<file path="src/rtl/mem_dtack_arbiter_pkg.sv">
// Shared types and constants for the memory DTACK arbiter.
package mem_dtack_arbiter_pkg;

  typedef enum logic [2:0] {
    IDLE    = 3'd0,
    ACCESS  = 3'd1,
    WAITST  = 3'd2,
    ACK     = 3'd3,
    RELEASE = 3'd4
  } mem_arb_state_t;

  localparam int MAX_NCH = 8;
  localparam int WAIT_W  = 4;

endpackage

</file>
<file path="src/rtl/mem_dtack_arbiter_rr_select.sv">
// Combinational round-robin picker: first requester strictly after i_ptr, one-hot out.
module rr_select
  import mem_dtack_arbiter_pkg::*;
#(
  parameter int NCH = 3,
  parameter int PW  = 2
) (
  input  logic [NCH-1:0] i_req,
  input  logic [PW-1:0]  i_ptr,
  output logic [NCH-1:0] o_grant
);

  logic [2*NCH-1:0] w_req2;
  logic [2*NCH-1:0] w_gnt2;
  logic [NCH-1:0]   w_rot;
  logic [NCH-1:0]   w_pick;
  logic [PW:0]      w_sh;
  logic             w_found;

  // Rotate so the channel after the pointer sits at bit 0; a shift of NCH wraps to ch0.
  assign w_sh   = {1'b0, i_ptr} + {{PW{1'b0}}, 1'b1};
  assign w_req2 = {i_req, i_req};
  assign w_rot  = NCH'(w_req2 >> w_sh);

  // Lowest set bit of the rotated vector wins.
  always_comb begin
    w_pick  = '0;
    w_found = 1'b0;
    for (int i = 0; i < NCH; i++) begin
      if (w_rot[i] && !w_found) begin
        w_pick[i] = 1'b1;
        w_found   = 1'b1;
      end
    end
  end

  // Rotate the pick back and fold the wrapped half onto the low half.
  assign w_gnt2  = {{NCH{1'b0}}, w_pick} << w_sh;
  assign o_grant = w_gnt2[NCH-1:0] | w_gnt2[2*NCH-1:NCH];

endmodule

</file>
<file path="src/rtl/mem_dtack_arbiter.sv">
// Multi-channel SRAM arbiter with 68K-style active-low DTACK handshake.
//
// state   | meaning
// IDLE    | no access; arbitrate among low CE_N bits
// ACCESS  | RAM strobe cycle, then one cycle for RAM read latency
// WAITST  | extra wait cycles (down-counter to terminal count 1)
// ACK     | DTACK low for granted channel until its CE_N goes high
// RELEASE | one dead cycle before re-arbitrating
module mem_dtack_arbiter
  import mem_dtack_arbiter_pkg::*;
#(
  parameter int NCH  = 3,
  parameter int AW   = 15,
  parameter int DW   = 16,
  parameter int WAIT = 0
) (
  input  logic              CLK100MHZ,
  input  logic              CPU_RESETN,
  input  logic [NCH-1:0]    REQ_CE_N,
  input  logic [NCH-1:0]    REQ_WE_N,
  input  logic [NCH-1:0]    REQ_UB_N,
  input  logic [NCH-1:0]    REQ_LB_N,
  input  logic [NCH*AW-1:0] REQ_ADDR,
  input  logic [NCH*DW-1:0] REQ_DI,
  output logic [DW-1:0]     REQ_DO,
  output logic [NCH-1:0]    REQ_DTACK_N,
  output logic [AW-1:0]     MEM_ADDR,
  output logic [DW-1:0]     MEM_DI,
  output logic              MEM_EN,
  output logic [1:0]        MEM_WE,
  input  logic [DW-1:0]     MEM_DO
);

  localparam int PW = (NCH > 1) ? $clog2(NCH) : 1;
  localparam logic [WAIT_W-1:0] WAIT_CNT = WAIT_W'(WAIT);

  mem_arb_state_t    r_state;
  logic [1:0]        r_rst_sync;
  logic [PW-1:0]     r_last;
  logic [WAIT_W-1:0] r_wcnt;
  logic              r_phase;
  logic              r_is_rd;
  logic [NCH-1:0]    r_dtack_n;
  logic              r_mem_en;
  logic [1:0]        r_mem_we;
  logic [AW-1:0]     r_mem_addr;
  logic [DW-1:0]     r_mem_di;
  logic [DW-1:0]     r_req_do;

  logic              w_rst_n;
  logic [NCH-1:0]    w_grant;
  logic [PW-1:0]     w_grant_idx;
  logic [AW-1:0]     w_sel_addr;
  logic [DW-1:0]     w_sel_di;
  logic              w_sel_we_n;
  logic              w_sel_ub_n;
  logic              w_sel_lb_n;
  logic              w_gnt_ce_n;
  logic [NCH-1:0]    w_last_oh;

  // Reset asserts at once, releases after two clock edges.
  always_ff @(posedge CLK100MHZ or negedge CPU_RESETN) begin
    if (!CPU_RESETN) r_rst_sync <= 2'b00;
    else             r_rst_sync <= {r_rst_sync[0], 1'b1};
  end
  assign w_rst_n = r_rst_sync[1];

  rr_select #(.NCH(NCH), .PW(PW)) u_rr_select (
    .i_req   (~REQ_CE_N),
    .i_ptr   (r_last),
    .o_grant (w_grant)
  );

  // Steer the newly granted channel's request fields to the RAM port.
  always_comb begin
    w_grant_idx = '0;
    w_sel_addr  = '0;
    w_sel_di    = '0;
    w_sel_we_n  = 1'b1;
    w_sel_ub_n  = 1'b1;
    w_sel_lb_n  = 1'b1;
    for (int i = 0; i < NCH; i++) begin
      if (w_grant[i]) begin
        w_grant_idx = PW'(i);
        w_sel_addr  = REQ_ADDR[i*AW +: AW];
        w_sel_di    = REQ_DI[i*DW +: DW];
        w_sel_we_n  = REQ_WE_N[i];
        w_sel_ub_n  = REQ_UB_N[i];
        w_sel_lb_n  = REQ_LB_N[i];
      end
    end
  end

  // Decode the currently owned channel (last grant) for CE_N watch and DTACK.
  always_comb begin
    w_gnt_ce_n = 1'b1;
    w_last_oh  = '0;
    for (int i = 0; i < NCH; i++) begin
      if (r_last == PW'(i)) begin
        w_gnt_ce_n   = REQ_CE_N[i];
        w_last_oh[i] = 1'b1;
      end
    end
  end

  // Arbiter FSM with registered RAM-port and handshake outputs.
  always_ff @(posedge CLK100MHZ or negedge w_rst_n) begin
    if (!w_rst_n) begin
      r_state    <= IDLE;
      r_last     <= PW'(NCH - 1);
      r_wcnt     <= '0;
      r_phase    <= 1'b0;
      r_is_rd    <= 1'b0;
      r_dtack_n  <= '1;
      r_mem_en   <= 1'b0;
      r_mem_we   <= 2'b00;
      r_mem_addr <= '0;
      r_mem_di   <= '0;
      r_req_do   <= '0;
    end else begin
      case (r_state)
        IDLE: begin
          if (|(~REQ_CE_N)) begin
            r_state    <= ACCESS;
            r_last     <= w_grant_idx;
            r_phase    <= 1'b0;
            r_is_rd    <= w_sel_we_n;
            r_mem_en   <= 1'b1;
            r_mem_we   <= {~w_sel_we_n & ~w_sel_ub_n, ~w_sel_we_n & ~w_sel_lb_n};
            r_mem_addr <= w_sel_addr;
            r_mem_di   <= w_sel_di;
          end
        end
        ACCESS: begin
          r_mem_en <= 1'b0;
          r_mem_we <= 2'b00;
          r_phase  <= 1'b1;
          if (w_gnt_ce_n) begin
            r_state <= RELEASE;
          end else if (r_phase) begin
            if (WAIT_CNT != '0) begin
              r_wcnt  <= WAIT_CNT;
              r_state <= WAITST;
            end else begin
              r_state   <= ACK;
              r_dtack_n <= ~w_last_oh;
              if (r_is_rd) r_req_do <= MEM_DO;
            end
          end
        end
        WAITST: begin
          if (w_gnt_ce_n) begin
            r_wcnt  <= '0;
            r_state <= RELEASE;
          end else if (r_wcnt == WAIT_W'(1)) begin
            r_wcnt    <= '0;
            r_state   <= ACK;
            r_dtack_n <= ~w_last_oh;
            if (r_is_rd) r_req_do <= MEM_DO;
          end else begin
            r_wcnt <= r_wcnt - WAIT_W'(1);
          end
        end
        ACK: begin
          if (w_gnt_ce_n) begin
            r_dtack_n <= '1;
            r_state   <= RELEASE;
          end
        end
        RELEASE: r_state <= IDLE;
        default: r_state <= IDLE;
      endcase
    end
  end

  assign REQ_DO      = r_req_do;
  assign REQ_DTACK_N = r_dtack_n;
  assign MEM_ADDR    = r_mem_addr;
  assign MEM_DI      = r_mem_di;
  assign MEM_EN      = r_mem_en;
  assign MEM_WE      = r_mem_we;

endmodule

</file>
<file path="config.mk">
export PLATFORM = sky130hd
export DESIGN_NAME = mem_dtack_arbiter
export DESIGN_NICKNAME = d
export VERILOG_FILES = /design/src/rtl/mem_dtack_arbiter_pkg.sv /design/src/rtl/mem_dtack_arbiter_rr_select.sv /design/src/rtl/mem_dtack_arbiter.sv
export SDC_FILE = /design/constraint.sdc
export NUM_CORES = 1
export LEC_CHECK = 0
export BUFFER_PORTS_ARGS = -buffer_cell sky130_fd_sc_hd__buf_4
export CAP_MARGIN = 20
export CORE_AREA = 4 4 90 92
export DETAILED_ROUTE_END_ITERATION = 16
export DIE_AREA = 0 0 94 96
export MAX_ROUTING_LAYER = met4
export PLACE_DENSITY_LB_ADDON = 0.05
export SYNTH_ARGS = -nofsm -noshare
export SYNTH_HDL_FRONTEND = slang
export SYNTH_SLANG_ARGS = --single-unit
</file>
<file path="constraint.sdc">
create_clock -name CLK100MHZ -period 5.2 [get_ports CLK100MHZ]
set_input_delay 0.26 -clock CLK100MHZ [delete_from_list [all_inputs] [get_ports CLK100MHZ]]
set_output_delay 0.26 -clock CLK100MHZ [all_outputs]
set_load 0.05 [all_outputs]
</file>
==> impl_metrics.json, run 1 <==
{
  "outcome": "completed",
  "p_switching_mw": 2.05,
  "yosysUniqueCellTypes": 61,
  "maxSlewHeadroom_pct": 33.3,
  "cts-buffers-inserted": 9,
  "grt_overflow": 0,
  "synth_area_leader_cell": "dfrtp_1",
  "maxCapViolCount": 0,
  "fillers": 565,
  "cts_setup_buffers": 0,
  "synth_area_mm2": 0.00360,
  "crit_arrival_ns": 3.44,
  "multiInputGateArea_mm2": 0.00174,
  "ff2ff_setup_slack_ns": 1.99,
  "clk_latency_ns": 0.34,
  "dr.pass1.iters": 5,
  "hold_viol": 0,
  "die_y_um": 96,
  "gp_congestion": 0.782,
  "die_area_mm2": 0.00902,
  "whs_path_depth": 2,
  "synth_seq_cells": 66,
  "r2r_end": "MEM_WE[0]",
  "layout_commonest_cell": "buf_4",
  "rows": 31,
  "timing.setup.tns_ns": 0,
  "intPower_mw": 1.91,
  "clk_pin_slew_ns": 0.07,
  "synthFlopType": "dfrtp_1",
  "ios": 176,
  "wire_per_inst_um": 17.2,
  "max-vdd-ir-drop_mv": 0.474,
  "synthCells": 341,
  "drtAntennaViolNets": 0,
  "insertedDiodeCount": 0,
  "rsz0062_at_grt": "no",
  "leakage_nw": 2.38,
  "root_buffer": "clkbuf_8",
  "via_per_inst": 5.59,
  "yosysWarnings": 0,
  "portBuffers": 175,
  "grt_antenna_before_repair": 0,
  "synth_area_leaders": "dfrtp_1, a222oi_1, mux2_2, nand2_1, dfstp_2",
  "crit_type": "flop to flop",
  "finalSetupViolCount": 0,
  "final_cell_mix": "buf_4, dfrtp_1, nand2_1",
  "num_vias": 3383,
  "syn_avg_cell_area_um2": 10.6,
  "grt_usage_pct": 23.2,
  "synth_top_area_share_pct": 43.1,
  "post-place-ws_ns": 2.05,
  "end_kind": "flop",
  "cts_sinks": 66,
  "worstPathRequired_ns": 5.43,
  "syn-num-nets": 470,
  "rr_worst_depth": 7,
  "combinationalPowerShare_pct": 65.7,
  "nets": 630,
  "synth_edf_count": 0,
  "cp-start-kind": "flop",
  "drv_slew": 0,
  "synth.yosys.seq_area_share_pct": 46.0,
  "hold_path.startpoint": "MEM_DO[9]",
  "max_clock_freq_ghz": 0.312,
  "post-route-period-util_pct": 61.7,
  "hpwlAfterDp_um": 7870,
  "syn2layout_area_growth_pct": 41.6,
  "p_per_area_mw_per_mm2": 777,
  "drc_errors": 0,
  "drtIter0Drc": 276,
  "seq_area_mm2": 0.00166,
  "grt_max_degree": 72,
  "cts_buffer_depth": 2,
  "cts_tree": "done",
  "hold_path.class": "primary input to flop",
  "clkPwrFrac_pct": 10.7,
  "tightest_slew_ns": 0.993,
  "die-width_um": 94,
  "fin_crit_ns": 3.21,
  "grt_pass1_wl_um": 16000,
  "postLayoutSetupSlackWorst_ns": 1.99,
  "min_to": "REQ_DO[9]",
  "skew_ns": 0.00926,
  "grt_pass1_vias": 3340,
  "drive_gt1_share_pct": 47.6,
  "power_frac_seq_pct": 23.6,
  "h-tree-depth": 3,
  "start_util_pct": 49.9,
  "fp.coreArea_mm2": 0.00721,
  "reg2reg_from": "r_last[1]",
  "cp_max_fo": 34,
  "netSwitchingFraction_pct": 51.8,
  "totalWireLength_um": 10400,
  "async_flop_share_pct": 100
}
## power groups by stage
| stage | clock network [mW] | logic [mW] | registers (mW) |
|---|---|---|---|
| floorplan | 0 | 1.41 | 1.54 |
| global placement | 0 | 2.57 | 0.928 |
| detailed placement | 0 | 2.62 | 0.940 |
| CTS | 0.430 | 2.62 | 0.933 |
| global route | 0.457 | 2.80 | 0.971 |
| finish | 0.424 | 2.60 | 0.934 |
## area by class of cell
cell class              count  share of cell area [%]
multi-input cells         235                    34.1
flip-flops and latches     66                    32.5
repair buffers            179                    26.4
clock buffers               9                    2.43
well taps                  99                    2.43
clock inverters             7                    1.35
inverters                  10                   0.737
## Yosys cell counts, types with 3 or more instances
master / instances
o31ai_1: 6
buf_2: 11
o21ai_0: 17
o31ai_2: 6
a221oi_1: 6
dfstp_2: 4
ha_1: 6
nor3_1: 3
a21oi_1: 4
nor2_1: 9
buf_4: 7
o21ai_1: 15
nand3_1: 5
a222oi_1: 25
mux2_2: 20
dfrtp_1: 62
a31oi_1: 7
nor2b_1: 4
clkbuf_1: 10
nand2b_1: 6
inv_1: 10
nand2_1: 47
a221oi_2: 4
## kinds of logic (layout without fill, tap and decap cells)
family | Yosys count | in the layout | share of synthesized area [%]
compound gates | 111 | 111 | 25.2
simple gates | 96 | 96 | 14.3
flops | 66 | 66 | 46.0
buf+inv | 40 | 205 | 5.70
mux | 21 | 21 | 6.57
fa+ha+maj | 6 | 6 | 2.09
other cells | 1 | 1 | 0.104
## per-layer routing
metal / routed length, um / global-route usage (%)
met1: 4110 / 28.3
met2: 5260 / 38.3
met3: 864 / 5.39
met5: 0 / -
met4: 164 / 7.82
## critical path, cell delays in order (launching register included)
cell and delay, ns:
dfstp_2 0.73, ha_1 0.51, nand2_1 0.10, o311ai_1 0.35, nor2_2 0.10, a22oi_4 0.76, o31ai_1 0.28, o31ai_1 0.27
## through the flow
step	cell area, um^2	hold slack, ns	cells	utilization [%]	power, mW
floorplan	3600	-0.0356	341	-	2.95
global placement	4890	0.0447	588	67.8	3.49
detailed placement	4890	0.0434	588	67.8	3.56
CTS	5100	0.138	605	70.6	3.98
global route	5100	0.139	605	70.6	4.23
finish	5100	0.142	605	70.6	3.96
## how the worst max path moves through the flow
| stage | startpoint | end | cells past startpoint | slack [ns] |
|---|---|---|---|---|
| 2_1_floorplan | r_last[1] | REQ_DO[10] | 10 | 2.56 |
| 3_3_place_gp | r_last[1] | MEM_WE[1] | 7 | 2.14 |
| 3_5_place_dp | r_last[1] | MEM_WE[1] | 7 | 2.05 |
| 4_1_cts | r_last[1] | MEM_WE[1] | 7 | 2.01 |
| 5_1_grt | r_last[1] | MEM_WE[1] | 7 | 1.73 |
| 6_report | r_last[1] | MEM_WE[0] | 7 | 1.99 |
## flip-flops by register name, summed over array words and instances (netlist names)
signal       flops
MEM_ADDR        15
MEM_DI          16
MEM_EN           1
MEM_WE           2
REQ_DO          16
REQ_DTACK_N      3
r_is_rd          1
r_last           2
r_phase          1
r_rst_sync       2
r_state          3
r_wcnt           4
## repair_timing
item / CTS / global route
hold buffers: 1 / 0
hold endpoints to repair: 2 / 0
gates resized for setup: 0 / 0
Power figures use the tool's default switching activity.
==> run 2, diff against run 1 <==
- CORE_AREA: 4 4 90 92 -> 4 4 98 100
- DIE_AREA: 0 0 94 96 -> 0 0 102 104
- clock period: 5.2 -> 2.7 ns (I/O delays scaled with it)
==> run 2 against run 1 <==
  * Combinational power grew 110%
  * Sequential power grew 88%
  * Largest cell class unchanged
  * Largest power group unchanged
  * Design area grew 3.7%
  * Clock power grew 110%
  * Critical path type unchanged
  * Maximum frequency grew 30%
==> impl_metrics.json, run 2 (synthesized netlist as in run 1, its figures left out) <==
{
  "outcome": "completed",
  "maxCapViolCount": 0,
  "grt_max_degree": 49,
  "skew_ns": 0.0111,
  "drive_gt1_share_pct": 48.6,
  "holdBufCountCts": 1,
  "die-width_um": 102,
  "dp_cells": 609,
  "worstPathRequired_ns": 2.90,
  "totalWireLength_um": 10800,
  "end_kind": "flop",
  "postLayoutSetupSlackWorst_ns": 0.233,
  "die_area_mm2": 0.0106,
  "finalSetupViolCount": 0,
  "cts_sinks": 66,
  "drv_slew": 0,
  "fin_area_mm2": 0.00529,
  "cpPeakStageDelay_ns": 0.55,
  "rows": 34,
  "dr.pass1.iters": 6,
  "clkPwrFrac_pct": 11.2,
  "clk_latency_ns": 0.33,
  "leakage_nw": 2.48,
  "drtIter0Drc": 209,
  "crit_chain": "inv_1 -> ha_1 -> inv_1 -> nor2_1 -> a221o_2 -> buf_12 -> a222oi_1 -> o21ai_1",
  "drc_errors": 0,
  "fillers": 747,
  "max-vdd-ir-drop_mv": 0.842,
  "cts_tree": "done",
  "p_switching_mw": 4.01,
  "post-route-period-util_pct": 91.4,
  "hold_viol": 0,
  "maxSlewHeadroom_pct": 53.0,
  "final_util_pct": 60.9,
  "grt_usage_pct": 20.9,
  "cp_top_family": "compound AO/OA/AOI/OAI gates",
  "hpwlAfterDp_um": 8430,
  "fin_crit_ns": 2.47,
  "cts_resized": 0,
  "grt_antenna_before_repair": 0,
  "clk_pin_slew_ns": 0.07,
  "layout_commonest_cell": "buf_4",
  "rsz0062_at_grt": "no",
  "timing.setup.tns_ns": 0,
  "fin_cells": 626,
  "grt_pass1_vias": 3434,
  "wire_per_inst_um": 17.3,
  "cpMaxStageDelayCell": "dfstp_2",
  "tightest_slew_ns": 0.706,
  "root_buffer": "clkbuf_8",
  "intPower_mw": 4.07,
  "power_frac_seq_pct": 21.8,
  "num_vias": 3433,
  "cts_buffer_depth": 2,
  "nets": 642,
  "p_per_area_mw_per_mm2": 1530,
  "grt_overflow": 0,
  "crit_type": "flop to flop",
  "drtAntennaViolNets": 0,
  "hold_path.class": "primary input to flop",
  "cts_setup_buffers": 0,
  "max_clock_freq_ghz": 0.405,
  "cts-buffers-inserted": 9,
  "h-tree-depth": 3,
  "netSwitchingFraction_pct": 49.6,
  "portBuffers": 175,
  "gp_congestion": 0.864,
  "timing.critical_path.buf_inv": 3,
  "start_util_pct": 41.5,
  "fp.coreArea_mm2": 0.00868,
  "insertedDiodeCount": 0,
  "post-place-ws_ns": 0.256,
  "syn2layout_area_growth_pct": 46.9,
  "place_area_mm2": 0.00506,
  "worst_path_most_repeated_cell": "inv_1",
  "cp_max_fo": 31,
  "grt_pass1_wl_um": 17100,
  "cp-start-kind": "flop",
  "final_cell_mix": "buf_4, dfrtp_1, nand2_1",
  "ios": 176,
  "die_y_um": 104,
  "crit_arrival_ns": 2.67,
  "combinationalPowerShare_pct": 66.9,
  "via_per_inst": 5.48
}
-- run 2: power by group through the flow --
stage / clock network (mW) / registers [mW] / logic [mW]
after detailed placement: 0 / 1.78 / 5.45
after global routing: 0.981 / 1.83 / 5.82
after CTS: 0.934 / 1.77 / 5.45
after global placement: 0 / 1.76 / 5.37
final: 0.908 / 1.76 / 5.41
after floorplan: 0 / 2.98 / 2.71
-- run 2: worst paths after layout --
check                              start        endpoint  slack (ns)  cells after the start
setup reg to reg               r_last[1]       MEM_DI[9]        0.23                      8
min in group asynchronous     CPU_RESETN   r_rst_sync[1]        0.11                      2
hold / removal                 MEM_DO[9]       REQ_DO[9]        0.03                      2
max in group asynchronous  r_rst_sync[1]  REQ_DTACK_N[1]        1.68                      1
setup / recovery               r_last[1]       MEM_DI[9]        0.23                      8
hold reg to reg            r_rst_sync[1]     MEM_ADDR[7]        0.32                      0
-- run 2: metrics by stage --
step | hold WS [ns] | power, mW
2_1_floorplan | -0.161 | 5.69
3_3_place_gp | -0.0834 | 7.13
3_5_place_dp | -0.0813 | 7.24
4_1_cts | 0.0221 | 8.16
5_1_grt | 0.0135 | 8.63
6_report | 0.0281 | 8.08
-- run 2: layer usage --
metal	track usage [%]	vias to the layer above	routed length (um)
li1	-	1642	-
met1	25.2	1633	4140
met2	34.4	148	5500
met3	5.37	10	1040
met4	5.62	0	140
met5	-	-	0
-- run 2: final cells by class --
type / count / area [um^2] / share of cell area, %
Tap cell: 108 / 135 / 2.56
Timing Repair Buffer: 191 / 1500 / 28.4
Sequential cell: 66 / 1660 / 31.4
Clock inverter: 6 / 90.1 / 1.70
Clock buffer: 10 / 128 / 2.41
Multi-Input combinational cell: 235 / 1740 / 32.9
Inverter: 10 / 37.5 / 0.710
==> run 3, diff against run 2 <==
- ABC_AREA: default -> 1
==> run 3 against run 2 <==
  * Die area is the same
  * Highest routed layer unchanged
  * Non-clock buffer count shrank 2
  * Cell count grew 18%
  * Global-route usage grew 0.53 points
  * Clock skew is essentially flat
  * Critical path type unchanged
  * Sequential share of layout area shrank 0.081 points
  * Combinational power shrank 2%
  * Utilization grew 0.16 points
  * Register-to-register slack is essentially flat
==> impl_metrics.json, run 3 <==
{
  "cts_sinks": 66,
  "max_clock_freq_ghz": 0.404,
  "crit_type": "flop to flop",
  "drtAntennaViolNets": 0,
  "dr.pass1.iters": 4,
  "timing.setup.tns_ns": 0,
  "fin_crit_ns": 2.48,
  "synthAdderAreaFrac_pct": 2.09,
  "via_per_inst": 4.92,
  "drv_slew": 0,
  "syn_avg_cell_area_um2": 8.15,
  "cts_buffer_depth": 2,
  "grt_pass1_vias": 3702,
  "grt_antenna_before_repair": 0,
  "cts_tree": "done",
  "reg2reg_from": "r_last[0]",
  "async_flop_share_pct": 100,
  "synth-xor-area-share_pct": 0.487,
  "synthTopCellsByCount": "nand2_1, dfrtp_1, nand3_1, inv_1, a21oi_1",
  "die_area_mm2": 0.0106,
  "synth_top_family_by_area": "simple AND/OR/NAND/NOR gates",
  "synth_mux_area_share_pct": 5.01,
  "nets": 752,
  "synth.yosys.seq_area_share_pct": 46.1,
  "synth-compound-area-share_pct": 8.63,
  "post-place-ws_ns": 0.241,
  "synth_area_mm2": 0.00359,
  "synth_top_area_share_pct": 43.2,
  "rsz0062_at_grt": "no",
  "start_util_pct": 41.4,
  "netSwitchingFraction_pct": 54.4,
  "cts-buffers-inserted": 9,
  "yosysWarnings": 0,
  "max-vdd-ir-drop_mv": 0.935,
  "hold_path.class": "primary input to flop",
  "synthCells": 441,
  "ios": 176,
  "fin_area_mm2": 0.00530,
  "finalSetupViolCount": 0,
  "synth_seq_cells": 66,
  "fp.coreArea_mm2": 0.00868,
  "leakage_nw": 2.66,
  "cp_max_fo": 35,
  "outcome": "completed",
  "syn-num-nets": 570,
  "end_kind": "flop",
  "portBuffers": 175,
  "min_to": "REQ_DO[11]",
  "skew_ns": 0.0115,
  "wire_per_inst_um": 14.8,
  "totalWireLength_um": 10900,
  "synthFlopType": "dfrtp_1",
  "synth_edf_count": 0,
  "rr_worst_depth": 10,
  "layout_commonest_cell": "buf_4",
  "hpwlAfterDp_um": 8080,
  "grt_pass1_wl_um": 17800,
  "intPower_mw": 3.67,
  "crit_arrival_ns": 2.75,
  "maxCapViolCount": 0,
  "synth_area_leaders": "dfrtp_1, nand2_1, nand3_1, inv_1, mux2_1",
  "whs_path_depth": 2,
  "grt_usage_pct": 21.4,
  "place_area_mm2": 0.00495,
  "drtIter0Drc": 121,
  "cp-start-kind": "flop",
  "grt_overflow": 0,
  "syn2layout_area_growth_pct": 47.4,
  "drc_errors": 0,
  "post-route-period-util_pct": 91.7,
  "root_buffer": "clkbuf_8",
  "h-tree-depth": 3,
  "num_vias": 3618,
  "gp_congestion": 0.891,
  "drive_gt1_share_pct": 36.5,
  "insertedDiodeCount": 0,
  "r2r_end": "MEM_DI[11]",
  "die_y_um": 104,
  "postLayoutSetupSlackWorst_ns": 0.225,
  "hold_path.startpoint": "MEM_DO[11]",
  "synth-simple-area-share_pct": 29.8,
  "die-width_um": 102,
  "final_cell_mix": "buf_4, nand2_1, dfrtp_1",
  "hold_viol": 0,
  "clkPwrFrac_pct": 11.7,
  "cts_resized": 0,
  "synth_area_leader_cell": "dfrtp_1",
  "ff2ff_setup_slack_ns": 0.22,
  "worstPathRequired_ns": 2.97,
  "clk_pin_slew_ns": 0.08,
  "rows": 34,
  "worstSetupStartpoint": "r_last[0]",
  "maxSlewHeadroom_pct": 45.9,
  "yosysUniqueCellTypes": 39,
  "p_switching_mw": 4.37,
  "power_frac_seq_pct": 22.4,
  "combinationalPowerShare_pct": 65.8,
  "grt_max_degree": 37,
  "synth_most_common_cell": "nand2_1",
  "tightest_slew_ns": 0.812,
  "p_per_area_mw_per_mm2": 1520,
  "clk_latency_ns": 0.34
}
-- run 3: changes by cell type in the layout (fill, tap and decap cells not counted), moves of 9 or more --
cell           delta
mux2_2           -14
nand3_1          +52
a21oi_1          +18
nand4_1          +13
nand2_1          +85
a222oi_1         -25
buf_4             -9
mux2_1            +9
dlygate4sd3_1    +11
inv_1            +23
o21ai_0           -9
-- run 3: repair_timing --
item	CTS	global route
setup buffers	0	0
hold buffers	10	2
hold endpoints to repair	11	2
-- run 3: logic make-up after synthesis --
kind of cell             Yosys count
AO/OA/AOI/OAI                     56
adder cells (fa/ha/maj)            6
AND/OR/NAND/NOR                  235
XOR/XNOR                           2
buffers and inverters             59
flip-flops                        66
multiplexers                      16
other                              1
-- run 3: area by class of cell --
class | count | area, um^2
clock buffer | 10 | 138
clock inverter | 6 | 90.1
fill | 780 | 3380
inverter | 41 | 159
multi-input combinational | 316 | 1660
sequential | 66 | 1660
tap | 108 | 135
timing repair buffer | 189 | 1460
-- run 3: how the worst max path moves through the flow --
stage,depth (start not counted),endpoint
after floorplan,9,REQ_DO[10]
after global routing,10,MEM_ADDR[14]
after CTS,10,MEM_DI[11]
after global placement,10,MEM_DI[6]
final,10,MEM_DI[11]
after detailed placement,10,MEM_DI[13]
-- run 3: critical path: stages (launching register included) --
cell     delay (ns)
dfrtp_1        0.61
inv_6          0.09
ha_1           0.39
inv_1          0.10
a21oi_1        0.13
a21oi_1        0.10
nand2_2        0.13
nand2_8        0.17
nor2_2         0.44
nand3_1        0.14
nand4_1        0.10
-- run 3: per-layer routing --
layer / vias up / share of wire [%] / wire length, um / global-route usage (%)
li1: 1814 / - / - / -
met1: 1671 / 42 / 4560 / 26.6
met2: 117 / 51 / 5540 / 34.6
met3: 16 / 5.6 / 613 / 4.90
met4: 0 / 1.9 / 208 / 6.37
met5: - / 0 / 0 / -
-- run 3: per-stage QoR --
step	utilization [%]	power (mW)	cells	hold WS, ns
after floorplan	-	5.87	441	-0.161
after global placement	57.1	7.04	708	-0.0822
after detailed placement	57.1	7.12	708	-0.0816
after CTS	60.8	8.11	734	0.0000554
after global routing	61.1	8.69	736	0.00180
final	61.1	8.04	736	0.0138
-- run 3: power by group through the flow --
stage | combinational, mW | clock (mW) | sequential (mW)
6_report | 5.29 | 0.943 | 1.80
5_1_grt | 5.81 | 1.02 | 1.86
4_1_cts | 5.33 | 0.972 | 1.80
3_5_place_dp | 5.32 | 0 | 1.81
3_3_place_gp | 5.24 | 0 | 1.80
2_1_floorplan | 2.79 | 0 | 3.08
